--- src/rtl/pll_ctrl_pkg.sv ---
// Shared definitions for the PLL dynamic phase-shift sequencer.
//   state_t     : sequencer states, also exported on the debug state port
//   SEL_*       : EHXPLLL PHASESEL encodings for the four PLL outputs
//   clog2_min1  : counter width helper that never returns zero
package pll_ctrl_pkg;

  typedef enum logic [2:0] {
    IDLE      = 3'd0,
    SETUP     = 3'd1,
    STEP_LO   = 3'd2,
    STEP_HI   = 3'd3,
    LOCK_WAIT = 3'd4,
    DONE      = 3'd5,
    ERR       = 3'd6
  } state_t;

  localparam logic [1:0] SEL_CLKOS  = 2'b00;
  localparam logic [1:0] SEL_CLKOS2 = 2'b01;
  localparam logic [1:0] SEL_CLKOS3 = 2'b10;
  localparam logic [1:0] SEL_CLKOP  = 2'b11;

  // Width needed to count 0..v-1; at least one bit.
  function automatic int clog2_min1(input int v);
    return (v > 1) ? $clog2(v) : 1;
  endfunction

  function automatic int max3(input int a, input int b, input int c);
    int m;
    m = (a > b) ? a : b;
    return (m > c) ? m : c;
  endfunction

endpackage

--- src/rtl/sync_2ff.sv ---
// Two-flop synchroniser for a single asynchronous level.
//   clk   : destination clock
//   rst_n : asynchronous active-low reset, output resets to 0
//   d     : asynchronous input
//   q     : input re-timed into the clk domain (2-cycle latency)
module sync_2ff (
  input  logic clk,
  input  logic rst_n,
  input  logic d,
  output logic q
);

  logic meta;

  always_ff @(posedge clk or negedge rst_n) begin
    if (!rst_n) begin
      meta <= 1'b0;
      q    <= 1'b0;
    end else begin
      meta <= d;
      q    <= meta;
    end
  end

endmodule

--- src/rtl/pll_phase_ctrl.sv ---
// Sequencer for the ECP5 EHXPLLL dynamic phase-shift port. Accepts one
// phase-shift request (output select, direction, step count), issues the
// PHASESEL/PHASEDIR/PHASESTEP sequence with safe setup and pulse timing, then
// waits for the PLL to relock. Runs on the stable 25 MHz PLL reference clock.
//
// Ports:
//   i_clk, i_rst_n      reference clock, async active-low reset
//   i_req_valid/o_req_ready, i_req_sel/dir/steps   request channel
//   o_busy              high whenever the sequencer is not IDLE
//   o_done / o_err      1-cycle completion / lock-timeout pulses
//   i_pll_lock          raw PLL LOCK (asynchronous), o_locked its synced copy
//   o_phasesel, o_phasedir, o_phasestep, o_phaseloadreg   to EHXPLLL
//   o_state             current sequencer state (debug)
//
// Request handshake: a request transfers on a clock edge where
// i_req_valid & o_req_ready are both high. o_req_ready is high only in IDLE,
// so a request held while busy simply stalls until the sequencer returns to
// IDLE; sel/dir/steps are sampled only at that transfer edge.
module pll_phase_ctrl
  import pll_ctrl_pkg::*;
#(
  parameter int STEP_W      = 4,
  parameter int SETUP_CYC   = 2,
  parameter int PULSE_CYC   = 4,
  parameter int GAP_CYC     = 4,
  parameter int LOCK_STABLE = 16,
  parameter int LOCK_TO     = 4096
) (
  input  logic              i_clk,
  input  logic              i_rst_n,
  input  logic              i_req_valid,
  output logic              o_req_ready,
  input  logic [1:0]        i_req_sel,
  input  logic              i_req_dir,
  input  logic [STEP_W-1:0] i_req_steps,
  output logic              o_busy,
  output logic              o_done,
  output logic              o_err,
  input  logic              i_pll_lock,
  output logic              o_locked,
  output logic [1:0]        o_phasesel,
  output logic              o_phasedir,
  output logic              o_phasestep,
  output logic              o_phaseloadreg,
  output logic [2:0]        o_state
);

  localparam int TMR_W = clog2_min1(max3(SETUP_CYC, PULSE_CYC, GAP_CYC));
  localparam int STB_W = clog2_min1(LOCK_STABLE);
  localparam int TO_W  = clog2_min1(LOCK_TO);

  state_t            state, state_n;
  logic [TMR_W-1:0]  tmr, tmr_n;          // shared by SETUP, STEP_LO, STEP_HI
  logic [STEP_W-1:0] step_cnt, step_n;
  logic [STB_W-1:0]  stable_cnt, stable_n;
  logic [TO_W-1:0]   to_cnt, to_n;
  logic [1:0]        sel_n;
  logic              dir_n;
  logic              stable_hit;
  logic              to_hit;

  sync_2ff u_lock_sync (
    .clk   (i_clk),
    .rst_n (i_rst_n),
    .d     (i_pll_lock),
    .q     (o_locked)
  );

  assign o_req_ready    = (state == IDLE);
  assign o_busy         = (state != IDLE);
  assign o_phaseloadreg = 1'b1;
  assign o_state        = state;

  // Stable check uses the pre-increment count, so LOCK_STABLE locked
  // cycles inside LOCK_WAIT are needed before DONE.
  assign stable_hit = o_locked && (stable_cnt == STB_W'(LOCK_STABLE - 1));
  assign to_hit     = (to_cnt == TO_W'(LOCK_TO - 1));

  always_comb begin
    state_n  = state;
    tmr_n    = tmr;
    step_n   = step_cnt;
    stable_n = stable_cnt;
    to_n     = to_cnt;
    sel_n    = o_phasesel;
    dir_n    = o_phasedir;
    unique case (state)
      IDLE: begin
        if (i_req_valid) begin
          sel_n  = i_req_sel;
          dir_n  = i_req_dir;
          step_n = i_req_steps;
          tmr_n  = '0;
          state_n = (i_req_steps == '0) ? DONE : SETUP;
        end
      end
      SETUP: begin
        if (tmr == TMR_W'(SETUP_CYC - 1)) begin
          tmr_n   = '0;
          state_n = STEP_LO;
        end else begin
          tmr_n = tmr + 1'b1;
        end
      end
      STEP_LO: begin
        if (tmr == TMR_W'(PULSE_CYC - 1)) begin
          tmr_n   = '0;
          step_n  = step_cnt - 1'b1;
          state_n = STEP_HI;
        end else begin
          tmr_n = tmr + 1'b1;
        end
      end
      STEP_HI: begin
        // The high gap is also kept after the final step so the last
        // PHASESTEP rising edge is settled before lock supervision starts.
        if (tmr == TMR_W'(GAP_CYC - 1)) begin
          tmr_n    = '0;
          stable_n = '0;
          to_n     = '0;
          state_n  = (step_cnt != '0) ? STEP_LO : LOCK_WAIT;
        end else begin
          tmr_n = tmr + 1'b1;
        end
      end
      LOCK_WAIT: begin
        // DONE takes priority when both limits land on the same cycle.
        if (stable_hit) begin
          state_n = DONE;
        end else if (to_hit) begin
          state_n = ERR;
        end else begin
          stable_n = o_locked ? (stable_cnt + 1'b1) : '0;
          to_n     = to_cnt + 1'b1;
        end
      end
      DONE:    state_n = IDLE;
      ERR:     state_n = IDLE;
      default: state_n = IDLE;
    endcase
  end

  always_ff @(posedge i_clk or negedge i_rst_n) begin
    if (!i_rst_n) begin
      state       <= IDLE;
      tmr         <= '0;
      step_cnt    <= '0;
      stable_cnt  <= '0;
      to_cnt      <= '0;
      o_phasesel  <= 2'b00;
      o_phasedir  <= 1'b0;
      o_phasestep <= 1'b1;
      o_done      <= 1'b0;
      o_err       <= 1'b0;
    end else begin
      state       <= state_n;
      tmr         <= tmr_n;
      step_cnt    <= step_n;
      stable_cnt  <= stable_n;
      to_cnt      <= to_n;
      o_phasesel  <= sel_n;
      o_phasedir  <= dir_n;
      // Decoded from the next state so the pins are flop outputs that
      // line up exactly with the state they belong to.
      o_phasestep <= (state_n != STEP_LO);
      o_done      <= (state_n == DONE);
      o_err       <= (state_n == ERR);
    end
  end

endmodule
--- config.mk ---
export PLATFORM = sky130hd
export DESIGN_NAME = pll_phase_ctrl
export DESIGN_NICKNAME = d
export VERILOG_FILES = /design/src/rtl/pll_ctrl_pkg.sv /design/src/rtl/sync_2ff.sv /design/src/rtl/pll_phase_ctrl.sv
export SDC_FILE = /design/constraint.sdc
export NUM_CORES = 1
export LEC_CHECK = 0
export BUFFER_PORTS_ARGS = -buffer_cell sky130_fd_sc_hd__buf_2
export CAP_MARGIN = 15
export CORE_MARGIN = 1.5
export CORE_UTILIZATION = 46
export CTS_CLUSTER_DIAMETER = 150
export DETAILED_ROUTE_END_ITERATION = 12
export GPL_ROUTABILITY_DRIVEN = 0
export GPL_TIMING_DRIVEN = 0
export PLACE_DENSITY = 0.69
export RECOVER_POWER = 25
export SLEW_MARGIN = 20
export SYNTH_ARGS = -nofsm -noshare
export SYNTH_HDL_FRONTEND = slang
export SYNTH_HIERARCHICAL = 1
export SYNTH_SLANG_ARGS = --single-unit
--- constraint.sdc ---
create_clock -name i_clk -period 3.4 [get_ports i_clk]
set_input_delay 0.51 -clock i_clk [delete_from_list [all_inputs] [get_ports i_clk]]
set_output_delay 0.51 -clock i_clk [all_outputs]
set_load 0.005 [all_outputs]
==> flow_summary_export.csv, run 1 <==
group,metric,value,unit
setup_path,crit_fanout,9,
flow_run,cap_violations,1,
setup_path,critPathMaxStageDelay,0.41,ns
sta,setup_tns,0,ns
power_and_ir_drop,p_leak,0.9326,nW
detailed_routing,vias,1406,
setup_path,path_cells,"ha_1, and4b_1, buf_6, nor4_4, or2_1, buf_2, o21ai_1, o31ai_2",
power_and_ir_drop,pwr_density_cell,653.4,nW/um^2
sta,setup_viol,0,
clock_network,cts_tree,"done",
clock_network,cts_setup_buffers,0,
clock_network,clock_latency,0.29,ns
placed_design,dp_cells,251,
sta,maxSlewHeadroom,-0.1902,
synth,synth_area_per_cell,9.975,um^2
synth,yosysUniqueCellTypes,50,
sta,fin_skew,0.008599,ns
die,dieArea,4310,um^2
clock_network,cts_buffer_depth,2,
die,fp.dieW,65.65,um
clock_network,cts_resized,0,
final_layout,synthToLayoutAreaGrowth,13.93,%
setup_path,cp_top_family,"simple AND/OR/NAND/NOR gates",
final_layout,most-common-layout-cells,"32 x dfrtp_1, 23 x buf_2, 18 x nand2_1",
die,io_pins,24,
outcome,violations,"max-capacitance violations, max-slew violations",
synth,synthTopCellsByArea,"dfrtp_1 44%, ha_1 4.2%, nand2_1 3.7%",
detailed_routing,initialDrtViolationCount,81,
synth,yosysTopAreaCellShare,0.4435,
synth,synth-seq-cells,33,
die,core_area,3716,um^2
sta,slew_viol_final,34,
clock_network,root_buffer,"clkbuf_8",
synth,yosysWarnings,6,
setup_path,path_buf_inv,2,
power_and_ir_drop,irDropWorstVdd,0.0004206,V
clock_network,cts_made_buffers,5,
setup_path,path_class,"reg -> reg",
outcome,outcome,"finished with violations",
sta,hold-worst-slack,0.3284,ns
clock_network,cts.clk_slew.worst_paths,0.07,ns
setup_path,crit_required,3.61,ns
sta,fmax,487.9,MHz
detailed_routing,drc,0,
global_routing,grt_max_degree,34,
final_layout,final_nets,227,
worst_hold_path,hold_path_class,"in -> reg",
synth,synth_top_area_cell,"dfrtp_1",
global_routing,grt_overflow,0,
sta,grt_setup_unrepaired,"no",
detailed_routing,wl,3660,um
global_routing,grt_pass1_vias,1380,
setup_path,cpMaxStageDelayCell,"dfrtp_1",
setup_path,worst_setup_path_start_kind,"flop",
global_routing,antenna_found_initial,0,
final_layout,layout.cells.non_filler,259,
final_layout,final_area,2057,um^2
final_layout,layout-drive-gt1-share,0.2322,
detailed_routing,drt_pass1_iterations,4,
sta,setup_ws,1.350,ns
global_routing,grt_pass1_wl,6437,um
synth,syn_nets,198,
placed_design,post-place-ws,1.382,ns
die,die_y,65.65,um
detailed_routing,drt-wirelength-per-cell,14.13,um
placed_design,place_hpwl,2591,um
clock_network,cts_num_sinks,33,
clock_network,htree_levels,2,
sta,tightest_slew,1.785,ns
final_layout,n_fill_cell,345,
detailed_routing,avgViaCountPerCell,5.429,
die,num_rows,22,
global_routing,track_usage,0.2000,
sta,period_share,0.6029,
detailed_routing,ant_nets,0,
placed_design,port-buffer-count,22,
setup_path,cp.arrival,2.26,ns
sta,post-route-min-period,2.050,ns
final_layout,layout_commonest_cell,"dfrtp_1",
die,start_util,0.4859,
synth,syn_area,1805,um^2
placed_design,place_area,1976,um^2
synth,synthCells,181,
final_layout,final_util,0.5535,
sta,hold_viol,0,
clock_network,hold_buffers,0,
synth,yosysSeqAreaShare,0.4581,
power_and_ir_drop,finalPower,1.344,mW
setup_path,endpoint_kind,"flop",
final_layout,antenna_cells,0,
cells in the mapped netlist (all sizes together):
cell     number
mux2          4
nor2         12
xor2          1
clkbuf        2
dfrtp        32
a31oi         1
nand2b        6
nand4         5
o22ai         1
nor3          9
xnor2         6
conb          1
buf           5
or3           4
mux2i         6
o31ai         1
ha            6
o21a          1
or3b          1
nor4b         1
a31o          1
a21o          1
or4           1
a22o          2
nand4b        1
o211ai        1
and2          3
dfstp         1
inv           8
o2bb2ai       1
a21oi         4
o21ai        14
nand3b        1
nor3b         2
nor4          3
and3          1
o32ai         1
nand2        18
or2           3
and4b         1
nand3         8
per-layer routing:
metal | share of wire | wire [um] | global-route usage
met1 | 0.45 | 1645 | 0.2522
met2 | 0.49 | 1809 | 0.3182
met3 | 0.040 | 147 | 0.06336
met4 | 0.016 | 57 | 0.07813
met5 | 0 | 0 | 0
worst register-to-register path, delay by kind of cell, from the launching register on:
kind	cells	cell delay (ns)
AOI/OAI and AO/OA	2	0.16
adders and majority gates	1	0.32
buffers and inverters	2	0.31
DFF	1	0.41
and+or+nand+nor	3	0.77
cell families (layout without fill, tap and decap cells):
family / after synthesis / after routing / synth area share
AO/OA/AOI/OAI: 29 / 29 / 0.1040
XOR/XNOR: 7 / 7 / 0.03396
adder cells (fa/ha/maj): 6 / 6 / 0.04158
buffers and inverters: 15 / 45 / 0.04297
flip-flops: 33 / 33 / 0.4581
multiplexers: 10 / 10 / 0.05821
other: 1 / 1 / 0.002077
AND/OR/NAND/NOR: 80 / 80 / 0.2592
report_power, final:
part	switching (mW)	internal [mW]	total [mW]	leakage (nW)
sequential	0.0645	0.479	0.544	0.430
combinational	0.283	0.231	0.514	0.458
clock	0.145	0.142	0.286	0.0450
total	0.492	0.852	1.34	0.933
path summary, 6_finish.rpt:
path	start	endpoint	slack (ns)	cells past startpoint
setup / recovery	tmr[0]	stable_cnt[3]	1.35	8
hold / removal	i_pll_lock	u_lock_sync/meta	0.33	1
setup reg to reg	tmr[0]	stable_cnt[3]	1.35	8
hold reg to reg	u_lock_sync/meta	u_lock_sync/q	0.35	0
max in group asynchronous	i_rst_n	step_cnt[0]	1.68	1
min in group asynchronous	i_rst_n	to_cnt[6]	0.68	1
state kept, by name, indices dropped and copies added, names as in the netlist, 2 cells and up:
register	flops
o_phasesel	2
step_cnt	4
stable_cnt	4
o_state	3
to_cnt	12
tmr	2
area by class of cell:
type	count	area (um^2)	area share
multi-input cells	133	900.9	0.4380
flip-flops and latches	33	827.0	0.4021
repair buffers	22	108.9	0.05292
clock buffers	6	72.57	0.03528
well taps	48	60.06	0.02920
plain buffers	7	47.55	0.02311
inverters	8	30.03	0.01460
clock inverters	2	10.01	0.004866
Note: power is estimated with default switching activity, not from simulation.
==> inputs of run 2 (changes only) <==
Clock period 3.4 ns to 1.9 ns, I/O delays scaled along.
==> flow_summary_export.csv, run 2 (same netlist as run 1, synthesis figures left out) <==
group,metric,value,unit
die,num_rows,22,
setup_path,r2r_setup_slack,0.10,ns
sta,post-route-min-period,1.798,ns
sta,fmax,556.2,MHz
clock_network,cts.clk_slew.worst_paths,0.08,ns
final_layout,layout-drive-gt1-share,0.2811,
placed_design,dp_cells,251,
sta,hold_viol,0,
setup_path,reg2reg_to,"to_cnt[11]",
detailed_routing,met1_length,1720,um
final_layout,layout.cells.non_filler,265,
sta,setup_tns,0,ns
sta,slew_viol_final,0,
sta,setup_viol,0,
final_layout,layout_commonest_cell,"dfrtp_1",
clock_network,cts_num_sinks,33,
setup_path,crit_required,2.14,ns
sta,period_share,0.9462,
final_layout,largest_register_ffs,12,
detailed_routing,wl_met2,1909,um
global_routing,grt_max_degree,34,
placed_design,port-buffer-count,22,
detailed_routing,highest_layer,"met4",
die,io_pins,24,
setup_path,timing.rr.start,"o_state[1]",
sta,maxSlewHeadroom,0.5100,
sta,grt_setup_unrepaired,"yes",
global_routing,antenna_found_initial,0,
clock_network,clock_latency,0.29,ns
global_routing,grt_pass1_vias,1396,
final_layout,n_fill_cell,338,
detailed_routing,drt_pass1_iterations,4,
final_layout,top_regs,"to_cnt: 12 flops, stable_cnt: 4 flops, step_cnt: 4 flops",
detailed_routing,vias,1420,
detailed_routing,initialDrtViolationCount,84,
power_and_ir_drop,finalPower,2.497,mW
final_layout,final_nets,233,
clock_network,hold_buffers,0,
global_routing,grt_pass1_wl,6582,um
global_routing,grt_overflow,0,
final_layout,most-common-layout-cells,"31 x dfrtp_1, 23 x buf_2, 18 x nand2_1",
setup_path,rr_worst_depth,6,
sta,fin_skew,0.01157,ns
clock_network,htree_levels,2,
setup_path,startpoint,"o_state[1]",
placed_design,place_hpwl,2591,um
die,dieArea,4310,um^2
setup_path,cp.arrival,2.04,ns
sta,tightest_slew,0.7349,ns
power_and_ir_drop,irDropWorstVdd,0.0007130,V
die,fp.dieW,65.65,um
detailed_routing,ant_nets,0,
clock_network,root_buffer,"clkbuf_8",
global_routing,track_usage,0.2044,
flow_run,cap_violations,0,
power_and_ir_drop,p_leak,0.9749,nW
worst_hold_path,hold_path_class,"in -> async",
clock_network,cts_buffer_depth,2,
setup_path,endpoint_kind,"flop",
die,die_y,65.65,um
setup_path,crit_fanout,8,
detailed_routing,avgViaCountPerCell,5.358,
outcome,outcome,"completed",
clock_network,cts_tree,"done",
detailed_routing,drc,0,
die,core_area,3716,um^2
detailed_routing,wl,3864,um
die,start_util,0.4859,
final_layout,top_register,"to_cnt",
final_layout,synthToLayoutAreaGrowth,18.36,%
setup_path,worst_setup_path_start_kind,"flop",
power_and_ir_drop,pwr_density_cell,1168,nW/um^2
detailed_routing,drt-wirelength-per-cell,14.58,um
setup_path,path_class,"reg -> reg",
detailed_routing,met3_wirelength,173,um
clock_network,cts_made_buffers,5,
final_layout,antenna_cells,0,
## run 2: cell types whose count changed in the layout (fill, tap and decap cells not counted), sizes merged
cell / before / now
buf: 26 / 33
clkbuf: 9 / 8
## run 2: how the worst max path moves through the flow
stage | end | slack, ns | cells after the start
after floorplan | stable_cnt[3] | 0.12 | 8
after global placement | stable_cnt[3] | -0.07 | 8
after detailed placement | stable_cnt[3] | -0.12 | 8
after CTS | stable_cnt[3] | 0.01 | 9
after global routing | to_cnt[11] | -0.02 | 6
final | to_cnt[11] | 0.10 | 6
## run 2: report_power, final
part / switching, mW / internal, mW / leakage, nW
clock network: 0.261 / 0.254 / 0.0450
registers: 0.120 / 0.859 / 0.429
logic: 0.535 / 0.467 / 0.501
## run 2: per-stage QoR
stage,setup WS [ns],hold slack (ns),util,area [um^2]
floorplan,0.1195,-0.01059,-,1805
global placement,-0.06790,0.3397,0.5317,1976
detailed placement,-0.1177,0.3471,0.5317,1976
CTS,0.01181,0.06750,0.5633,2093
global route,-0.02466,0.09094,0.5751,2137
finish,0.1021,0.04218,0.5751,2137
## run 2: metal layers
| metal | vias up | global-route usage |
|---|---|---|
| li1 | 707 | - |
| met1 | 677 | 0.2566 |
| met2 | 30 | 0.3283 |
| met3 | 6 | 0.06336 |
| met4 | 0 | 0.07813 |
| met5 | - | 0 |
## run 2: worst max-delay path: stages (launching register included)
cell	delay [ns]
dfrtp_1	0.38
buf_6	0.14
nor3b_4	0.34
and2_4	0.23
nand2b_4	0.07
or4_1	0.49
nand2_1	0.08
## run 2: layout make-up
class                      count  area, um^2  share of cell area
clock inverter                 2       10.01            0.004684
sequential                    33       828.3              0.3876
buffer                         7       51.30             0.02400
inverter                       8       30.03             0.01405
multi-input combinational    133       929.6              0.4350
tap                           48       60.06             0.02810
timing repair buffer          28       155.1             0.07260
clock buffer                   6       72.57             0.03396
## run 2: what timing repair did
action / CTS / global route
buffers inserted: 3 / 3
endpoints found under the setup margin: 14 / 16
gates resized for setup: 2 / 8
pin swaps: 1 / 3
gates cloned: 0 / 0
endpoints found under the hold margin: 0 / 0
